File: config.mk
export PLATFORM = sky130hd
export DESIGN_NAME = ex_stage
export DESIGN_NICKNAME = d
export VERILOG_FILES = /design/src/rtl/nmt_pkg.sv /design/src/rtl/mul_seq.sv /design/src/rtl/ex_stage.sv
export SDC_FILE = /design/constraint.sdc
export NUM_CORES = 1
export LEC_CHECK = 0
export BUFFER_PORTS_ARGS = -buffer_cell sky130_fd_sc_hd__buf_2
export CORE_MARGIN = 3
export CORE_UTILIZATION = 55
export DETAILED_ROUTE_END_ITERATION = 8
export PLACE_DENSITY = 0.88
export SLEW_MARGIN = 20
export SYNTH_ARGS = -nofsm -noshare
export SYNTH_HDL_FRONTEND = slang
export SYNTH_SLANG_ARGS = --single-unit
File: constraint.sdc
create_clock -name clk -period 3.15 [get_ports clk]
set_input_delay 0.63 -clock clk [delete_from_list [all_inputs] [get_ports clk]]
set_output_delay 0.63 -clock clk [all_outputs]
set_load 0.01 [all_outputs]
File: src/rtl/nmt_pkg.sv
// Shared definitions for the near-memory-thread core pipeline:
// RV32 opcode/funct encodings, the NOP word and the execute-stage FSM states.
package nmt_pkg;

    localparam logic [6:0] OP_R     = 7'b0110011;
    localparam logic [6:0] OP_I     = 7'b0010011;
    localparam logic [6:0] OP_LOAD  = 7'b0000011;
    localparam logic [6:0] OP_STORE = 7'b0100011;
    localparam logic [6:0] OP_LUI   = 7'b0110111;

    localparam logic [2:0] F3_ADD  = 3'b000;
    localparam logic [2:0] F3_SLL  = 3'b001;
    localparam logic [2:0] F3_SLT  = 3'b010;
    localparam logic [2:0] F3_SLTU = 3'b011;
    localparam logic [2:0] F3_XOR  = 3'b100;
    localparam logic [2:0] F3_SR   = 3'b101;
    localparam logic [2:0] F3_OR   = 3'b110;
    localparam logic [2:0] F3_AND  = 3'b111;
    localparam logic [2:0] F3_MUL  = 3'b000;

    localparam logic [6:0] F7_BASE   = 7'b0000000;
    localparam logic [6:0] F7_ALT    = 7'b0100000;
    localparam logic [6:0] F7_MULDIV = 7'b0000001;

    localparam logic [31:0] NOP_INSTR = 32'h0000_0013;

    typedef enum logic {
        IDLE = 1'b0,
        MUL  = 1'b1
    } ex_state_t;

endpackage

File: src/rtl/mul_seq.sv
// Iterative shift-add multiplier producing the low XLEN bits of a*b.
// One step per clock; done is asserted during the final step and p is valid then.
module mul_seq #(
    parameter int XLEN       = 32,
    parameter int MUL_CYCLES = 32
) (
    input  logic            clk,
    input  logic            rst_n,
    input  logic            start,
    input  logic [XLEN-1:0] a,
    input  logic [XLEN-1:0] b,
    output logic            busy,
    output logic            done,
    output logic [XLEN-1:0] p
);
    localparam int CW = (MUL_CYCLES > 1) ? $clog2(MUL_CYCLES) : 1;
    localparam logic [CW-1:0] LAST = CW'(MUL_CYCLES - 1);

    logic [XLEN-1:0] r_a;
    logic [XLEN-1:0] r_b;
    logic [XLEN-1:0] r_acc;
    logic [CW-1:0]   r_cnt;
    logic            r_busy;
    logic [XLEN-1:0] w_acc_nxt;

    // p exposes the post-step accumulator so the caller can register the
    // product on the same edge that performs the last step.
    assign w_acc_nxt = r_acc + (r_b[0] ? r_a : '0);
    assign busy      = r_busy;
    assign done      = r_busy && (r_cnt == LAST);
    assign p         = w_acc_nxt;

    always_ff @(posedge clk or negedge rst_n) begin
        if (!rst_n) begin
            r_a    <= '0;
            r_b    <= '0;
            r_acc  <= '0;
            r_cnt  <= '0;
            r_busy <= 1'b0;
        end else if (start) begin
            r_a    <= a;
            r_b    <= b;
            r_acc  <= '0;
            r_cnt  <= '0;
            r_busy <= 1'b1;
        end else if (r_busy) begin
            r_acc <= w_acc_nxt;
            r_a   <= r_a << 1;
            r_b   <= r_b >> 1;
            if (done) begin
                r_busy <= 1'b0;
                r_cnt  <= '0;
            end else begin
                r_cnt <= r_cnt + CW'(1);
            end
        end
    end

endmodule

File: src/rtl/ex_stage.sv
// Execute stage: inline single-cycle ALU / address generation plus an
// iterative MUL; emits a registered ALU/IR/reg2/cmd_type bundle every clock.
module ex_stage
    import nmt_pkg::*;
#(
    parameter int XLEN       = 32,
    parameter int MUL_CYCLES = 32
) (
    input  logic            clk,
    input  logic            rst_n,
    input  logic            in_valid,
    output logic            in_ready,
    input  logic [31:0]     instr_i,
    input  logic [XLEN-1:0] reg1,
    input  logic [XLEN-1:0] reg2,
    input  logic [XLEN-1:0] imm,
    input  logic [1:0]      cmd_type_i,
    output logic [XLEN-1:0] ALU,
    output logic [31:0]     IR,
    output logic [XLEN-1:0] reg2_o,
    output logic [1:0]      cmd_type
);
    ex_state_t       r_state;
    ex_state_t       w_state_nxt;
    logic [31:0]     r_ir;
    logic [XLEN-1:0] r_alu;
    logic [XLEN-1:0] r_reg2;
    logic [1:0]      r_cmd;
    logic [31:0]     r_mul_ir;
    logic [XLEN-1:0] r_mul_reg2;
    logic [1:0]      r_mul_cmd;

    logic [6:0]      w_opcode;
    logic [2:0]      w_f3;
    logic [6:0]      w_f7;
    logic [XLEN-1:0] w_op_b;
    logic [4:0]      w_shamt;
    logic            w_alt;
    logic            w_is_mul;
    logic [XLEN-1:0] w_alu;
    logic            w_accept;
    logic            w_mul_start;
    logic            w_mul_busy;
    logic            w_mul_done;
    logic [XLEN-1:0] w_mul_p;

    assign w_opcode = instr_i[6:0];
    assign w_f3     = instr_i[14:12];
    assign w_f7     = instr_i[31:25];
    assign w_op_b   = (w_opcode == OP_R) ? reg2 : imm;
    assign w_shamt  = w_op_b[4:0];
    assign w_is_mul = (w_opcode == OP_R) && (w_f7 == F7_MULDIV) && (w_f3 == F3_MUL);

    assign in_ready    = (r_state == IDLE);
    assign w_accept    = in_valid && in_ready;
    assign w_mul_start = w_accept && w_is_mul;

    // Register ops use funct7[5] for SUB/SRA; immediate ops only for SRAI (imm[10]).
    always_comb begin
        w_alt = 1'b0;
        if (w_opcode == OP_R)
            w_alt = w_f7[5];
        else if (w_opcode == OP_I && w_f3 == F3_SR)
            w_alt = imm[10];
    end

    always_comb begin
        w_alu = '0;
        if ((w_opcode == OP_R && (w_f7 == F7_BASE || w_f7 == F7_ALT)) || w_opcode == OP_I) begin
            case (w_f3)
                F3_ADD:  w_alu = (w_alt && w_opcode == OP_R) ? reg1 - w_op_b : reg1 + w_op_b;
                F3_SLL:  w_alu = reg1 << w_shamt;
                F3_SLT:  w_alu = XLEN'($signed(reg1) < $signed(w_op_b));
                F3_SLTU: w_alu = XLEN'(reg1 < w_op_b);
                F3_XOR:  w_alu = reg1 ^ w_op_b;
                F3_SR:   w_alu = w_alt ? XLEN'($signed(reg1) >>> w_shamt) : reg1 >> w_shamt;
                F3_OR:   w_alu = reg1 | w_op_b;
                F3_AND:  w_alu = reg1 & w_op_b;
                default: w_alu = '0;
            endcase
        end else if (w_opcode == OP_LOAD || w_opcode == OP_STORE) begin
            w_alu = reg1 + imm;
        end else if (w_opcode == OP_LUI) begin
            w_alu = imm;
        end
    end

    mul_seq #(
        .XLEN       (XLEN),
        .MUL_CYCLES (MUL_CYCLES)
    ) u_mul (
        .clk   (clk),
        .rst_n (rst_n),
        .start (w_mul_start),
        .a     (reg1),
        .b     (reg2),
        .busy  (w_mul_busy),
        .done  (w_mul_done),
        .p     (w_mul_p)
    );

    always_ff @(posedge clk or negedge rst_n) begin
        if (!rst_n) r_state <= IDLE;
        else        r_state <= w_state_nxt;
    end

    always_comb begin
        w_state_nxt = r_state;
        case (r_state)
            IDLE:    if (w_mul_start) w_state_nxt = MUL;
            MUL:     if (w_mul_done && w_mul_busy) w_state_nxt = IDLE;
            default: w_state_nxt = IDLE;
        endcase
    end

    // Any edge without a finished result drives a bubble.
    always_ff @(posedge clk or negedge rst_n) begin
        if (!rst_n) begin
            r_alu      <= '0;
            r_ir       <= NOP_INSTR;
            r_reg2     <= '0;
            r_cmd      <= 2'b00;
            r_mul_ir   <= NOP_INSTR;
            r_mul_reg2 <= '0;
            r_mul_cmd  <= 2'b00;
        end else begin
            r_alu  <= '0;
            r_ir   <= NOP_INSTR;
            r_reg2 <= '0;
            r_cmd  <= 2'b00;
            if (w_mul_start) begin
                r_mul_ir   <= instr_i;
                r_mul_reg2 <= reg2;
                r_mul_cmd  <= cmd_type_i;
            end else if (w_accept) begin
                r_alu  <= w_alu;
                r_ir   <= instr_i;
                r_reg2 <= reg2;
                r_cmd  <= cmd_type_i;
            end else if (r_state == MUL && w_mul_done) begin
                r_alu  <= w_mul_p;
                r_ir   <= r_mul_ir;
                r_reg2 <= r_mul_reg2;
                r_cmd  <= r_mul_cmd;
            end
        end
    end

    assign ALU      = r_alu;
    assign IR       = r_ir;
    assign reg2_o   = r_reg2;
    assign cmd_type = r_cmd;

endmodule
==> metrics.txt, run 1 <==
Cell Rows 74; largest family of logic cells by synthesized area compound AO/OA/AOI/OAI gates; PortBufs 231; sequential area share after synthesis 29.2%; IO Pins 232; GRT overflow 182; TritonCTS Buffers 28; Synth Area in Simple Gates 18.3%; Mapped Nets 3233; height of the die 210 um; clock sink total 267; Halt Stage global routing (5_1_grt); number of global-route vias before repair 36300; synth top area cells dfrtp_1, ha_1, a21oi_1, nand2_1, mux2i_1; H-tree Lvls 1; mux cell area share after synthesis 7.79%; Run Error [ERROR GRT-0116] Global routing finished with congestion. Check the congestion regions in the DRC Viewer.; Yosys top cell area share 28.5%; dpl cell area 29600 sq um; Main synth FF type dfrtp_1; Mapped Area 22900 sq um; outcome aborted with a tool error; Synth Area in XOR/XNOR 3.21%; most numerous cell in the Yosys netlist nand2_1; die span in x 210 um; cell taking the most area after synthesis dfrtp_1; post-synthesis compound-gate area fraction 27.4%; CTS Root Cell clkbuf_16; synth cell count leaders nand2_1, a21oi_1, nor2_1; GRT Util Overall 67.7%; GP Congestion 1.29; synth warn 0; post-synthesis cell count 2943; CTS Buffer Depth 3; Yosys reg bits 267; Yosys cell types 96; fraction of registers with async set/reset 100%; number of enable flip-flop cells after synthesis 0; Post-Synth Adder-Cell Area 8.67%; first-pass GRT wire length 228000 um; dpl hpwl 81200 um; Initial Util 55.9%; Mean Syn Cell Area 7.78 sq um; largest net degree at the start of global routing 89
[timing repair]
action	in CTS
gates cloned	3
setup endpoints to repair	47
pin swaps	169
hold buffers	0
resized for setup	335
buffers inserted	72
[per-stage QoR]
step / cells / hold slack (ns) / util, % / worst slack, ns
2_1_floorplan: 2943 / 0.334 / - / -0.879
3_3_place_gp: 4191 / 0.449 / 72.2 / -1.15
4_1_cts: 4310 / 0.0816 / 79.7 / -0.488
3_5_place_dp: 4191 / 0.457 / 72.2 / -1.41
[kinds of logic after synthesis]
logic type               count (synthesis)
multiplexers                           171
adder cells (fa/ha/maj)                157
AO/OA/AOI/OAI                          992
AND/OR/NAND/NOR                        954
buffers and inverters                  318
flip-flops                             267
XOR/XNOR                                84
[layer usage]
layer / overflow / track usage (%)
met5: 1 / 24.0
met4: 105 / 68.6
met3: 3 / 52.2
met2: 72 / 83.0
met1: 1 / 68.1
==> inputs of run 2 (changes only) <==
--- a/config.mk
+++ b/config.mk
@@ -7,9 +7,9 @@
 export LEC_CHECK = 0
 export BUFFER_PORTS_ARGS = -buffer_cell sky130_fd_sc_hd__buf_2
 export CORE_MARGIN = 3
-export CORE_UTILIZATION = 55
+export CORE_UTILIZATION = 40
 export DETAILED_ROUTE_END_ITERATION = 8
-export PLACE_DENSITY = 0.88
+export PLACE_DENSITY_LB_ADDON = 0.15
 export SLEW_MARGIN = 20
 export SYNTH_ARGS = -nofsm -noshare
 export SYNTH_HDL_FRONTEND = slang
==> constraint.sdc (replaced) <==
create_clock -name clk -period 4.1 [get_ports clk]
set_input_delay 0.82 -clock clk [delete_from_list [all_inputs] [get_ports clk]]
set_output_delay 0.82 -clock clk [all_outputs]
set_load 0.01 [all_outputs]
==> metrics.txt, run 2 <==
most frequent cells in the layout buf_4, nand2_1, a21oi_1; period utilisation layout 99.2%; unrepaired setup endpoints after global routing true; final core occ 54.2%; full die area 60200 sq um; outcome complete, no violations; Synth Area in Simple Gates 18.3%; Slew HR 36.5%; Diodes inserted 0; Yosys top cell area share 28.5%; TritonCTS Buffers 30; sequential area share after synthesis 29.2%; Seq pwr share 32.8%; wire length per cell 26.1 um; synth cell count leaders nand2_1, a21oi_1, nor2_1; Final #Nets 3882; number of enable flip-flop cells after synthesis 0; cell taking the most area after synthesis dfrtp_1; placed cells 4307; clk_skew 0.0140 ns; CTS Buffer Depth 3; H-tree Lvls 1; crit path DAT 4.56 ns; number of global-route vias before repair 25100; post-route cell area 30600 sq um; GP Congestion 1.06; largest fanout on the critical path 21; CTS Root Cell clkbuf_16; dpl hpwl 91000 um; Total Power 8250 uW; routed vias 26200; largest family of logic cells by synthesized area compound AO/OA/AOI/OAI gates; number of remaining DRC errors 0; Hold WC Path Type input pin to async pin; DRT Wirelength 114000 um; worst vdd ir 323 uV; most numerous cell in the Yosys netlist nand2_1; Mapped Nets 3233; Final setup viols 0; Crit. End Element register; R2R setup slack 0.19 ns; height of the die 245 um; switching share of power 34.1%; Synth Area in XOR/XNOR 3.21%; critical path class input pin to register; Main synth FF type dfrtp_1; post-synthesis compound-gate area fraction 27.4%; dpl cell area 28900 sq um; Mapped Area 22900 sq um; synth top area cells dfrtp_1, ha_1, a21oi_1, nand2_1, mux2i_1; Net Sw Power 2810 uW; most common cell after layout, fill and taps aside buf_4; Worst Tran Pin Value 0.953 ns; Post-Synth Adder-Cell Area 8.67%; mux cell area share after synthesis 7.79%; PortBufs 231; TritonCTS clock tree done; Skew-Pair Late Insertion Delay 0.60 ns; Max Clk Rate 246 MHz; synth warn 0; core area 56500 sq um; sequential cell area 6690 sq um; Final min period 4.07 ns; IO Pins 232; Comb power frac 33.8%; internal power 5440 uW; max-slew violations 0; # Max-Cap Violations 0; Syn-to-layout area delta 33.7%; Fill cells 5355; Via density 5.99; Mean Syn Cell Area 7.78 sq um; GRT Util Overall 36.6%; Critical Path RT 4.60 ns; Pleak 0.0141 uW; Cell Rows 87; multi-input logic area 15700 sq um; PwrDens 269 nW/um^2; clock sink total 267; largest net degree at the start of global routing 129; drt pass-1 iters 6; first-pass GRT wire length 164000 um; post-synthesis cell count 2943; clock group share of total power 33.4%; GRT overflow 0; initial antenna violation count 2; post-route insts no fill 4372; Routed Antenna Nets 0; layout cells sized above 1 28.8%; Yosys reg bits 267; Yosys cell types 96; fraction of registers with async set/reset 100%; die span in x 245 um; CP startpoint kind input pin; Initial Util 40.6%; Clock Pin Slew Worst Setup and Hold Paths 0.06 ns; 1st-iter DRT viols 2284; final hold viol count 0; Post-CTS Hold Fix Bufs 0
run 2: cell counts after synthesis:
No cell type changed its count.
run 2: worst max-delay path, cell delays in order:
cell	delay (ns)
buf_2	0.11
nand4bb_2	0.33
buf_6	0.21
o21ai_2	0.18
nand2_2	0.10
buf_4	0.22
inv_2	0.10
buf_12	0.17
buf_12	0.17
mux2i_1	0.32
mux2i_1	0.14
buf_4	0.15
mux2i_1	0.30
mux4_2	0.32
nand2_1	0.06
a21oi_1	0.28
o21ai_0	0.27
a21oi_1	0.29
run 2: final cells by class:
type,instances,share of cell area [%]
Tap cell,756,3.09
Inverter,113,1.40
Timing Repair Buffer,822,19.2
Multi-Input combinational cell,2358,51.2
Clock buffer,43,2.84
Clock inverter,13,0.478
Sequential cell,267,21.9
run 2: final timing paths:
path | startpoint | cells past startpoint | end
min reg2reg | r_mul_reg2[27] | 2 | r_mul_reg2[27]
max | instr_i[3] | 18 | ALU[8]
max reg2reg | u_mul.r_b[0] | 17 | ALU[30]
min | rst_n | 1 | IR[11]
min in group clk | instr_i[7] | 3 | r_mul_ir[7]
max in group asynchronous | rst_n | 2 | u_mul.r_a[16]
run 2: repair_timing:
item / CTS / global route
hold endpoints to repair: 0 / 0
gates resized for setup: 12 / 102
pin swaps: 3 / 30
buffers inserted: 5 / 4
setup endpoints to repair: 19 / 31
run 2: logic make-up (layout without fill, tap and decap cells):
family	after synthesis	in the layout
muxes	171	171
buffers and inverters	318	991
AOI/OAI and AO/OA	992	992
adders and majority gates	157	157
xor gates and xnor gates	84	84
and+or+nand+nor	954	954
DFF	267	267
run 2: routing by layer:
metal | vias up | global-route usage (%) | wire, um
met5 | - | 0 | 0
met3 | 251 | 6.08 | 9390
met4 | 0 | 20.0 | 7360
met2 | 1284 | 57.7 | 50700
li1 | 11900 | - | -
met1 | 12800 | 48.0 | 46600
run 2: power by group through the flow:
stage	Clock, uW	Sequential, uW	Combinational [uW]
3_5_place_dp	0	2750	2620
6_report	2750	2710	2790
4_1_cts	2790	2710	2640
2_1_floorplan	0	2780	1200
5_1_grt	2880	2710	2950
3_3_place_gp	0	2750	2620
run 2: per-stage QoR:
| step | setup WS, ns | TNS, ns | hold WS, ns |
|---|---|---|---|
| floorplan | -0.127 | -0.620 | 0.439 |
| global placement | -0.837 | -19.14 | 0.449 |
| detailed placement | -0.887 | -20.36 | 0.456 |
| CTS | 0.0144 | 0 | 0.362 |
| global route | -0.0550 | -0.0841 | 0.411 |
| finish | 0.0320 | 0 | 0.346 |
(Power assumes the default switching activity.)
